`src/rtl/akuma_pkg.sv`:
```
// Shared types and screen geometry for the Akuma motion controller.
package akuma_pkg;

  localparam int SCREEN_W = 640;
  localparam int SCREEN_H = 480;
  localparam int SPRITE_W = 140;
  localparam int SPRITE_H = 240;

  typedef enum logic [1:0] {
    POSE_STAND = 2'd0,
    POSE_WALK  = 2'd1,
    POSE_JUMP  = 2'd2,
    POSE_LAND  = 2'd3
  } pose_t;

  typedef logic [1:0] state_t;
  localparam state_t ST_STAND = 2'd0;
  localparam state_t ST_WALK  = 2'd1;
  localparam state_t ST_AIR   = 2'd2;
  localparam state_t ST_LAND  = 2'd3;

  function automatic pose_t state_to_pose(state_t s);
    case (s)
      ST_WALK: return POSE_WALK;
      ST_AIR:  return POSE_JUMP;
      ST_LAND: return POSE_LAND;
      default: return POSE_STAND;
    endcase
  endfunction

endpackage

```
`src/rtl/akuma_motion_controller_frame_tick_gen.sv`:
```
// Detects the falling edge of vertical sync: tick is the combinational
// update enable, frame_tick its registered one-cycle copy.
module frame_tick_gen (
  input  logic vga_clk,
  input  logic reset_n,
  input  logic vs,
  output logic tick,
  output logic frame_tick
);

  logic vs_q;

  assign tick = vs_q & ~vs;

  always_ff @(posedge vga_clk or negedge reset_n) begin
    if (!reset_n) begin
      vs_q       <= 1'b1;
      frame_tick <= 1'b0;
    end else begin
      vs_q       <= vs;
      frame_tick <= tick;
    end
  end

endmodule

```
`src/rtl/akuma_motion_controller.sv`:
```
// Once-per-frame walk/jump/land state machine driving Akuma's sprite
// position, mirror flag and pose select.
module akuma_motion_controller
  import akuma_pkg::*;
#(
  parameter int X_START     = 100,
  parameter int X_MIN       = 0,
  parameter int X_MAX       = SCREEN_W - SPRITE_W,
  parameter int GROUND_Y    = SCREEN_H - SPRITE_H,
  parameter int WALK_STEP   = 3,
  parameter int JUMP_V0     = 14,
  parameter int GRAVITY     = 1,
  parameter int LAND_FRAMES = 4
) (
  input  logic       vga_clk,
  input  logic       reset_n,
  input  logic       vs,
  input  logic       key_left,
  input  logic       key_right,
  input  logic       key_jump,
  output logic [9:0] AkumaX,
  output logic [9:0] AkumaY,
  output logic       facing_left,
  output logic [1:0] pose,
  output logic       frame_tick
);

  localparam logic signed [10:0] X_MIN_S  = 11'(X_MIN);
  localparam logic signed [10:0] X_MAX_S  = 11'(X_MAX);
  localparam logic signed [10:0] GROUND_S = 11'(GROUND_Y);
  localparam logic signed [10:0] STEP_S   = 11'(WALK_STEP);
  localparam logic signed [5:0]  GRAV_S   = 6'(GRAVITY);

  logic tick;

  frame_tick_gen u_frame_tick_gen (
    .vga_clk    (vga_clk),
    .reset_n    (reset_n),
    .vs         (vs),
    .tick       (tick),
    .frame_tick (frame_tick)
  );

  state_t             state_reg, state_next;
  logic [9:0]         x_reg, x_next, y_reg, y_next;
  logic signed [5:0]  vy_reg, vy_next;
  logic signed [1:0]  air_dir_reg, air_dir_next;
  logic               facing_reg, facing_next;
  logic               armed_reg, armed_next;
  logic [2:0]         land_cnt_reg, land_cnt_next;
  logic signed [1:0]  dir, move_dir;
  logic signed [10:0] x_calc, y_calc;
  logic [9:0]         x_step;

  always_comb begin
    dir = 2'sd0;
    if (key_right && !key_left)      dir = 2'sd1;
    else if (key_left && !key_right) dir = -2'sd1;

    // Airborne motion follows the direction latched at takeoff, not the keys.
    move_dir = (state_reg == ST_AIR) ? air_dir_reg : dir;
    x_calc   = $signed({1'b0, x_reg});
    if (move_dir > 2'sd0)      x_calc = x_calc + STEP_S;
    else if (move_dir < 2'sd0) x_calc = x_calc - STEP_S;
    if (x_calc < X_MIN_S)      x_calc = X_MIN_S;
    else if (x_calc > X_MAX_S) x_calc = X_MAX_S;
    x_step = x_calc[9:0];

    y_calc = $signed({1'b0, y_reg}) - $signed({{5{vy_reg[5]}}, vy_reg});

    state_next    = state_reg;
    x_next        = x_reg;
    y_next        = y_reg;
    vy_next       = vy_reg;
    air_dir_next  = air_dir_reg;
    facing_next   = facing_reg;
    armed_next    = armed_reg;
    land_cnt_next = land_cnt_reg;

    case (state_reg)
      ST_STAND, ST_WALK: begin
        if (dir != 2'sd0) facing_next = dir[1];
        if (key_jump && armed_reg) begin
          state_next   = ST_AIR;
          vy_next      = 6'(JUMP_V0);
          air_dir_next = dir;
          armed_next   = 1'b0;
        end else if (dir != 2'sd0) begin
          state_next = ST_WALK;
          x_next     = x_step;
        end else begin
          state_next = ST_STAND;
        end
      end
      ST_AIR: begin
        x_next  = x_step;
        vy_next = vy_reg - GRAV_S;
        if (y_calc >= GROUND_S) begin
          y_next        = 10'(GROUND_Y);
          vy_next       = 6'sd0;
          land_cnt_next = 3'(LAND_FRAMES - 1);
          state_next    = ST_LAND;
        end else if (y_calc < 11'sd0) begin
          y_next  = 10'd0;
          vy_next = 6'sd0;
        end else begin
          y_next = y_calc[9:0];
        end
      end
      default: begin
        if (land_cnt_reg == 3'd0) state_next    = ST_STAND;
        else                      land_cnt_next = land_cnt_reg - 3'd1;
      end
    endcase

    if (!key_jump) armed_next = 1'b1;
  end

  always_ff @(posedge vga_clk or negedge reset_n) begin
    if (!reset_n) begin
      state_reg    <= ST_STAND;
      x_reg        <= 10'(X_START);
      y_reg        <= 10'(GROUND_Y);
      vy_reg       <= 6'sd0;
      air_dir_reg  <= 2'sd0;
      facing_reg   <= 1'b0;
      armed_reg    <= 1'b1;
      land_cnt_reg <= 3'd0;
    end else if (tick) begin
      state_reg    <= state_next;
      x_reg        <= x_next;
      y_reg        <= y_next;
      vy_reg       <= vy_next;
      air_dir_reg  <= air_dir_next;
      facing_reg   <= facing_next;
      armed_reg    <= armed_next;
      land_cnt_reg <= land_cnt_next;
    end
  end

  assign AkumaX      = x_reg;
  assign AkumaY      = y_reg;
  assign facing_left = facing_reg;
  assign pose        = state_to_pose(state_reg);

endmodule

```
`config.mk`:
```
export PLATFORM = sky130hd
export DESIGN_NAME = akuma_motion_controller
export DESIGN_NICKNAME = d
export VERILOG_FILES = /design/src/rtl/akuma_pkg.sv /design/src/rtl/akuma_motion_controller_frame_tick_gen.sv /design/src/rtl/akuma_motion_controller.sv
export SDC_FILE = /design/constraint.sdc
export NUM_CORES = 1
export LEC_CHECK = 0
export BUFFER_PORTS_ARGS = -buffer_cell sky130_fd_sc_hd__buf_2
export CELL_PAD_IN_SITES_DETAIL_PLACEMENT = 1
export CELL_PAD_IN_SITES_GLOBAL_PLACEMENT = 1
export CORE_MARGIN = 3
export CORE_UTILIZATION = 48
export CTS_CLUSTER_SIZE = 16
export DETAILED_ROUTE_END_ITERATION = 16
export GPL_TIMING_DRIVEN = 1
export MAX_ROUTING_LAYER = met4
export PLACE_DENSITY = 0.95
export SLEW_MARGIN = 25
export SYNTH_ARGS = -nofsm -noshare
export SYNTH_HDL_FRONTEND = slang
export SYNTH_SLANG_ARGS = --single-unit
```
`constraint.sdc`:
```
create_clock -name vga_clk -period 5.44 [get_ports vga_clk]
set_clock_uncertainty 0.05 [all_clocks]
set_input_delay 0 -clock vga_clk [delete_from_list [all_inputs] [get_ports vga_clk]]
set_output_delay 0 -clock vga_clk [all_outputs]
set_load 0.01 [all_outputs]
```
==> results of run 1 <==
-- final timing paths --
check                           slack [ns]      start                          end
worst max-delay path                  1.99  AkumaY[0]              land_cnt_reg[2]
worst min-delay path                  0.20   key_left               air_dir_reg[0]
worst max register to register        1.99  AkumaY[0]              land_cnt_reg[2]
worst min register to register        0.45  AkumaY[4]                    AkumaY[4]
max in group asynchronous             4.50    reset_n  u_frame_tick_gen.frame_tick
min in group asynchronous             0.30    reset_n                    AkumaX[9]
-- layer usage --
| metal | global-route usage (%) | share of wire (%) |
|---|---|---|
| met1 | 28.4 | 42 |
| met2 | 46.1 | 52 |
| met3 | 3.58 | 3.6 |
| met4 | 9.14 | 2.3 |
| met5 | - | 0 |
-- power by group through the flow --
stage          sequential, uW  clock (uW)  combinational (uW)
2_1_floorplan             500           0                 959
3_3_place_gp              516           0                1190
3_5_place_dp              528           0                1250
4_1_cts                   524         204                1270
5_1_grt                   544         211                1420
6_report                  529         196                1280
-- critical path: stages (launching register included) --
cell and delay, ns:
dfrtp_1 0.40, inv_1 0.07, ha_1 0.16, inv_1 0.05
fa_1 0.41, a211oi_1 0.25, o21bai_1 0.17, o211a_1 0.26
o21ai_1 0.12, nand2b_1 0.11, xnor2_1 0.66, o21ai_1 0.31
a31o_2 0.32
-- through the flow --
stage          power [uW]  area, um2  utilization, %  setup WS, ns
3_5_place_dp         1780       2950            52.9          2.05
5_1_grt              2170       3060            54.9          1.67
2_1_floorplan        1460       2780               -          2.80
6_report             2000       3060            54.9          1.99
3_3_place_gp         1700       2950            52.9          2.25
4_1_cts              2000       3060            54.9          2.02
-- final cells by class --
cell class / count / area (um2) / share of cell area [%]
Timing Repair Buffer: 32 / 175 / 5.72
Inverter: 22 / 82.6 / 2.70
Clock inverter: 2 / 10.0 / 0.327
Clock buffer: 6 / 72.6 / 2.37
Sequential cell: 37 / 937 / 30.6
Multi-Input combinational cell: 248 / 1700 / 55.4
Tap cell: 72 / 90.1 / 2.94
-- cell families (layout without fill, tap and decap cells) --
kind of cell	Yosys count	after routing	synth area share [%]
xor+xnor	12	12	4.05
flops	37	37	33.7
buf+inv	37	62	5.49
mux	6	6	2.47
fa+ha+maj	17	17	7.91
compound gates	101	101	25.2
simple gates	112	112	21.2
-- cell usage in the layout, fill, tap and decap left out, types with 5 or more instances in the layout --
cell type / netlist / routed
nand2_1: 35 / 35
buf_2: 5 / 29
dfrtp_1: 28 / 28
inv_1: 21 / 21
a21oi_1: 21 / 21
nor2_1: 19 / 19
o21ai_0: 19 / 19
ha_1: 16 / 16
nand3_1: 11 / 11
dfstp_2: 9 / 9
xnor2_1: 9 / 9
nand2b_1: 8 / 8
nor3_1: 8 / 8
a31oi_1: 8 / 8
o211ai_1: 7 / 7
o21ai_1: 5 / 5
clkbuf_8: 0 / 5
-- repair_timing --
action | CTS | global route
setup endpoints to repair | 0 | 0
hold buffers | 3 | 0
setup buffers | 0 | 0
hold endpoints to repair | 30 | 0
==> impl_metrics.env, run 1 <==
export IMPL_hold_class="input pin to register"
export IMPL_synth_cell_types=65
export IMPL_drtIter0Drc=120
export IMPL_arrival_ns=3.59
export IMPL_clkTransAtPathRegs_ns=0.08
export IMPL_maxSlewViolCount=0
export IMPL_avgSynthCellArea_um2=8.64
export IMPL_synth_largest_area_cell="dfrtp_1"
export IMPL_period_minus_slack_ns=3.45
export IMPL_switching_share_pct=51.7
export IMPL_wl_mm=7.81
export IMPL_synth_nets=345
export IMPL_routedWlPerCell_um=18.6
export IMPL_synth_area_leaders="dfrtp_1 (25%), dfstp_2 (8.5%), ha_1 (7.2%)"
export IMPL_antenna_cells=0
export IMPL_rows=27
export IMPL_whs_path_depth=3
export IMPL_globalRouteOverflowTotal=0
export IMPL_worstSetupStartpointType="register"
export IMPL_io_pins=30
export IMPL_core_um2=5570
export IMPL_power_density_nw_per_um2=654
export IMPL_grt_max_degree=38
export IMPL_nets=369
export IMPL_cts_repair_resized=0
export IMPL_tightest_slew_ns=0.868
export IMPL_syn_to_final_growth_pct=10.1
export IMPL_nFillCells=690
export IMPL_route_detailed_drc=0
export IMPL_fp_dieW_um=82.1
export IMPL_cp_end_kind="register"
export IMPL_place_inst=408
export IMPL_initial_core_util_pct=49.9
export IMPL_rsz0062_at_grt="false"
export IMPL_worstSkewPairLatency_ns=0.30
export IMPL_required_ns=5.58
export IMPL_synth_edff_count=0
export IMPL_netlist_instances=322
export IMPL_ys_dominant_reg_cell="dfrtp_1"
export IMPL_crit_fanout=11
export IMPL_synthesis_area_um2=2780
export IMPL_setup_viol=0
export IMPL_cts_root_buf="clkbuf_8"
export IMPL_drive_gt1_share_pct=20.2
export IMPL_relSlewSlack_pct=42.1
export IMPL_synth_top_area_share_pct=25.2
export IMPL_ctsHtreeMaxLevel=2
export IMPL_fmax_mhz=290
export IMPL_p_int_uw=969
export IMPL_leakage_uw=0.00135
export IMPL_combPwrFrac_pct=63.8
export IMPL_grt_pass1_wl_mm=12.8
export IMPL_viasPerCell=6.17
export IMPL_num_vias=2584
export IMPL_cts_num_sinks=37
export IMPL_portBuffers=29
export IMPL_post_synth_top_count_cell="nand2_1"
export IMPL_clkPwrFrac_pct=9.8
export IMPL_antenna_found_initial=0
export IMPL_yosys_top_cells_count="nand2_1 (35), dfrtp_1 (28), a21oi_1 (21), inv_1 (21)"
export IMPL_period_share_pct=63.4
export IMPL_cts_tree="done"
export IMPL_reg2regPathDepth=12
export IMPL_die_area_um2=6750
export IMPL_async_flop_share_pct=100
export IMPL_status="complete, no violations"
export IMPL_firstDrtPassIters=4
export IMPL_p_seq_share_pct=26.4
export IMPL_place_gp_congestion=0.912
export IMPL_instances_no_fill=419
export IMPL_ys_ff_latch=37
export IMPL_yosys_warnings=0
export IMPL_die_y_um=82.1
export IMPL_grt_pass1_vias=2701
export IMPL_vdd_drop_max_mv=0.300
export IMPL_tns_ns=0
export IMPL_holdWs_ns=0.196
export IMPL_hold_violations=0
export IMPL_yosysSeqAreaShare_pct=33.7
export IMPL_path_class="register to register"
export IMPL_drv_cap=0
export IMPL_switchingPower_uw=1040
export IMPL_grt_usage_pct=25.4
export IMPL_cts_inserted_buffers=5
export IMPL_clockBufferDepth=2
export IMPL_ant_nets=0
export IMPL_place_detailed_hpwl_mm=5.76
Power figures use the tool's default switching activity.
==> run 2: changes to the inputs <==
Settings changed: ABC_AREA set to 1, CORE_UTILIZATION 48 to 43, PLACE_DENSITY 0.95 to 0.93.
Clock period 5.44 ns to 3.2 ns, I/O delays scaled along.
==> run 2 against run 1 <==
Final area rose by 1.4%. Register-to-register slack got worse by 1.5 ns. Synthesized area fell by 0.40%. Clock power rose by 85%. Highest routed layer unchanged. Largest cell class unchanged. Hold slack got worse by 0.12 ns. Fmax rose by 26%. Routed wire length rose by 11%. Core utilization fell by 4.0 points. Sequential share of layout area fell by 0.42 points. Critical endpoint is now AkumaY[1]. Sequential cell count did not move. Largest power group unchanged.
==> impl_metrics.env, run 2 <==
export IMPL_yosys_top_cells_count="nand2_1 (122), inv_1 (55), nand3_1 (39)"
export IMPL_cts_tree="done"
export IMPL_portBuffers=29
export IMPL_power_density_nw_per_um2=1210
export IMPL_utilization_pct=50.9
export IMPL_drive_gt1_share_pct=14.1
export IMPL_layout_common_cells="nand2_1 (122), inv_1 (55), nand3_1 (39)"
export IMPL_maxSlewViolCount=0
export IMPL_grt_usage_pct=25.4
export IMPL_critPathSlowestCell="fa_1"
export IMPL_switchingPower_uw=2070
export IMPL_synth_cell_types=34
export IMPL_fmax_mhz=364
export IMPL_die_area_um2=7440
export IMPL_path_class="register to register"
export IMPL_yosys_warnings=0
export IMPL_clkTransAtPathRegs_ns=0.09
export IMPL_grt_max_degree=38
export IMPL_ant_nets=0
export IMPL_whs_path_depth=4
export IMPL_crit_fanout=4
export IMPL_grt_use_met2_pct=44.1
export IMPL_switching_share_pct=54.9
export IMPL_use_met3_pct=3.71
export IMPL_tns_ns=0
export IMPL_grt_pass1_wl_mm=14.5
export IMPL_post_synth_top_count_cell="nand2_1"
export IMPL_top_usage_layer="met2"
export IMPL_core_um2=6100
export IMPL_ys_ff_latch=37
export IMPL_nets=454
export IMPL_cts_post_setup_buffers_inserted=0
export IMPL_drv_cap=0
export IMPL_num_vias=2845
export IMPL_cp_cell_sequence="inv_1, ha_1, inv_1, fa_1, nand3_1, nand3_1, nand3_1, nand3_1, nand3_1, nand3_1, nand2_1, nand2_1, inv_1, nand3_1, o21ai_0"
export IMPL_period_share_pct=85.8
export IMPL_combPwrFrac_pct=64.9
export IMPL_cts_root_buf="clkbuf_8"
export IMPL_cp_end_kind="register"
export IMPL_route_detailed_drc=0
export IMPL_place_detailed_hpwl_mm=6.63
export IMPL_leakage_uw=0.00168
export IMPL_hold_violations=0
export IMPL_synth_top_area_share_pct=25.3
export IMPL_period_minus_slack_ns=2.75
export IMPL_p_int_uw=1700
export IMPL_syn_to_final_growth_pct=12.1
export IMPL_avgSynthCellArea_um2=6.96
export IMPL_routedWlPerCell_um=17.1
export IMPL_grt_pass1_vias=3031
export IMPL_clkPwrFrac_pct=9.6
export IMPL_globalRouteOverflowTotal=0
export IMPL_firstDrtPassIters=4
export IMPL_vdd_drop_max_mv=0.440
export IMPL_hold_class="input pin to register"
export IMPL_worstSkewPairLatency_ns=0.31
export IMPL_place_gp_congestion=0.920
export IMPL_drtIter0Drc=120
export IMPL_cts_repair_resized=0
export IMPL_netlist_instances=398
export IMPL_wl_mm=8.69
export IMPL_rsz0062_at_grt="false"
export IMPL_antenna_cells=0
export IMPL_tightest_slew_ns=0.845
export IMPL_synth_nets=421
export IMPL_cp_common_cell="nand3_1"
export IMPL_p_seq_share_pct=25.5
export IMPL_worstSetupStartpointType="register"
export IMPL_instances_no_fill=507
export IMPL_cts_inserted_buffers=5
export IMPL_cts_num_sinks=37
export IMPL_status="complete, no violations"
export IMPL_place_inst=496
export IMPL_max_stage_delay_ns=0.41
export IMPL_async_flop_share_pct=100
export IMPL_die_y_um=86.3
export IMPL_met1_usage_pct=28.7
export IMPL_synth_largest_area_cell="dfrtp_1"
export IMPL_synthesis_area_um2=2770
export IMPL_setup_viol=0
export IMPL_yosysSeqAreaShare_pct=33.8
export IMPL_antenna_found_initial=0
export IMPL_ctsHtreeMaxLevel=2
export IMPL_reg2regPathDepth=15
export IMPL_viasPerCell=5.61
export IMPL_clockBufferDepth=2
export IMPL_io_pins=30
export IMPL_initial_core_util_pct=45.5
export IMPL_relSlewSlack_pct=43.7
export IMPL_rows=28
export IMPL_synth_area_leaders="dfrtp_1 (25%), nand2_1 (17%), dfstp_2 (8.5%)"
export IMPL_final_common_cell="nand2_1"
export IMPL_synth_edff_count=0
export IMPL_ys_dominant_reg_cell="dfrtp_1"
export IMPL_arrival_ns=2.93
export IMPL_required_ns=3.38
export IMPL_fp_dieW_um=86.3
export IMPL_power_uw=3770
==> run 2: cell count changes in the layout (fill, tap and decap cells not counted), sizes merged, moves of 6 or more <==
cell | before | now
inv | 21 | 58
a211oi | 6 | 0
xor2 | 3 | 11
nand2b | 8 | 0
o21ai | 24 | 14
nor2 | 20 | 33
nand3 | 11 | 40
nand4 | 3 | 11
a21oi | 22 | 16
nand2 | 36 | 129
nor3 | 10 | 4
==> run 2: power groups by stage <==
stage,combinational (uW),sequential (uW),clock (uW)
after global placement,2220,949,0
after floorplan,1750,905,0
final,2450,961,363
after global routing,2760,989,384
after CTS,2440,955,366
after detailed placement,2390,959,0
==> run 2: through the flow <==
| step | worst slack [ns] | instance area (um2) | hold slack [ns] |
|---|---|---|---|
| 2_1_floorplan | 0.850 | 2770 | -0.346 |
| 3_3_place_gp | 0.730 | 2980 | 0.0665 |
| 5_1_grt | 0.208 | 3110 | 0.114 |
| 4_1_cts | 0.472 | 3110 | 0.0892 |
| 6_report | 0.455 | 3110 | 0.0729 |
| 3_5_place_dp | 0.497 | 2980 | 0.0716 |
==> run 2: what timing repair did <==
action,in CTS,in global routing
setup endpoints to repair,0,0
hold endpoints to repair,31,0
hold buffers,3,0
==> run 2: worst paths after layout <==
path | startpoint | end | slack, ns
max in group asynchronous | reset_n | land_cnt_reg[1] | 2.27
worst max register to register | AkumaY[0] | AkumaY[1] | 0.45
worst min-delay path | key_left | air_dir_reg[1] | 0.07
min in group asynchronous | reset_n | AkumaX[4] | 0.29
worst min register to register | facing_left | facing_left | 0.45
worst max-delay path | AkumaY[0] | AkumaY[1] | 0.45
==> run 2: area by class of cell <==
class | count | area [um2]
clock buffers | 5 | 68.8
fillers | 833 | 2990
flip-flops and latches | 37 | 937
clock inverters | 3 | 25.0
repair buffers | 33 | 183
well taps | 75 | 93.8
multi-input cells | 297 | 1580
inverters | 57 | 214
==> run 2: cells by family (layout without fill, tap and decap cells) <==
group	Yosys count	after routing	synth area share, %
xor+xnor	15	15	4.74
buf+inv	64	98	9.03
simple gates	217	217	34.0
fa+ha+maj	17	17	7.95
compound gates	48	48	10.4
flops	37	37	33.8
==> run 2: layer usage <==
metal	up-vias	wire length [um]
li1	1352	-
met3	26	271
met4	0	279
met5	-	0
met2	59	4480
met1	1408	3660
==> run 2: worst max-delay path, delay by kind of cell, from the launching register on <==
family,cells,cell delay (ns)
and+or+nand+nor,9,1.11
adders and majority gates,2,0.59
DFF,1,0.38
buffers and inverters,3,0.32
AOI/OAI and AO/OA,1,0.21
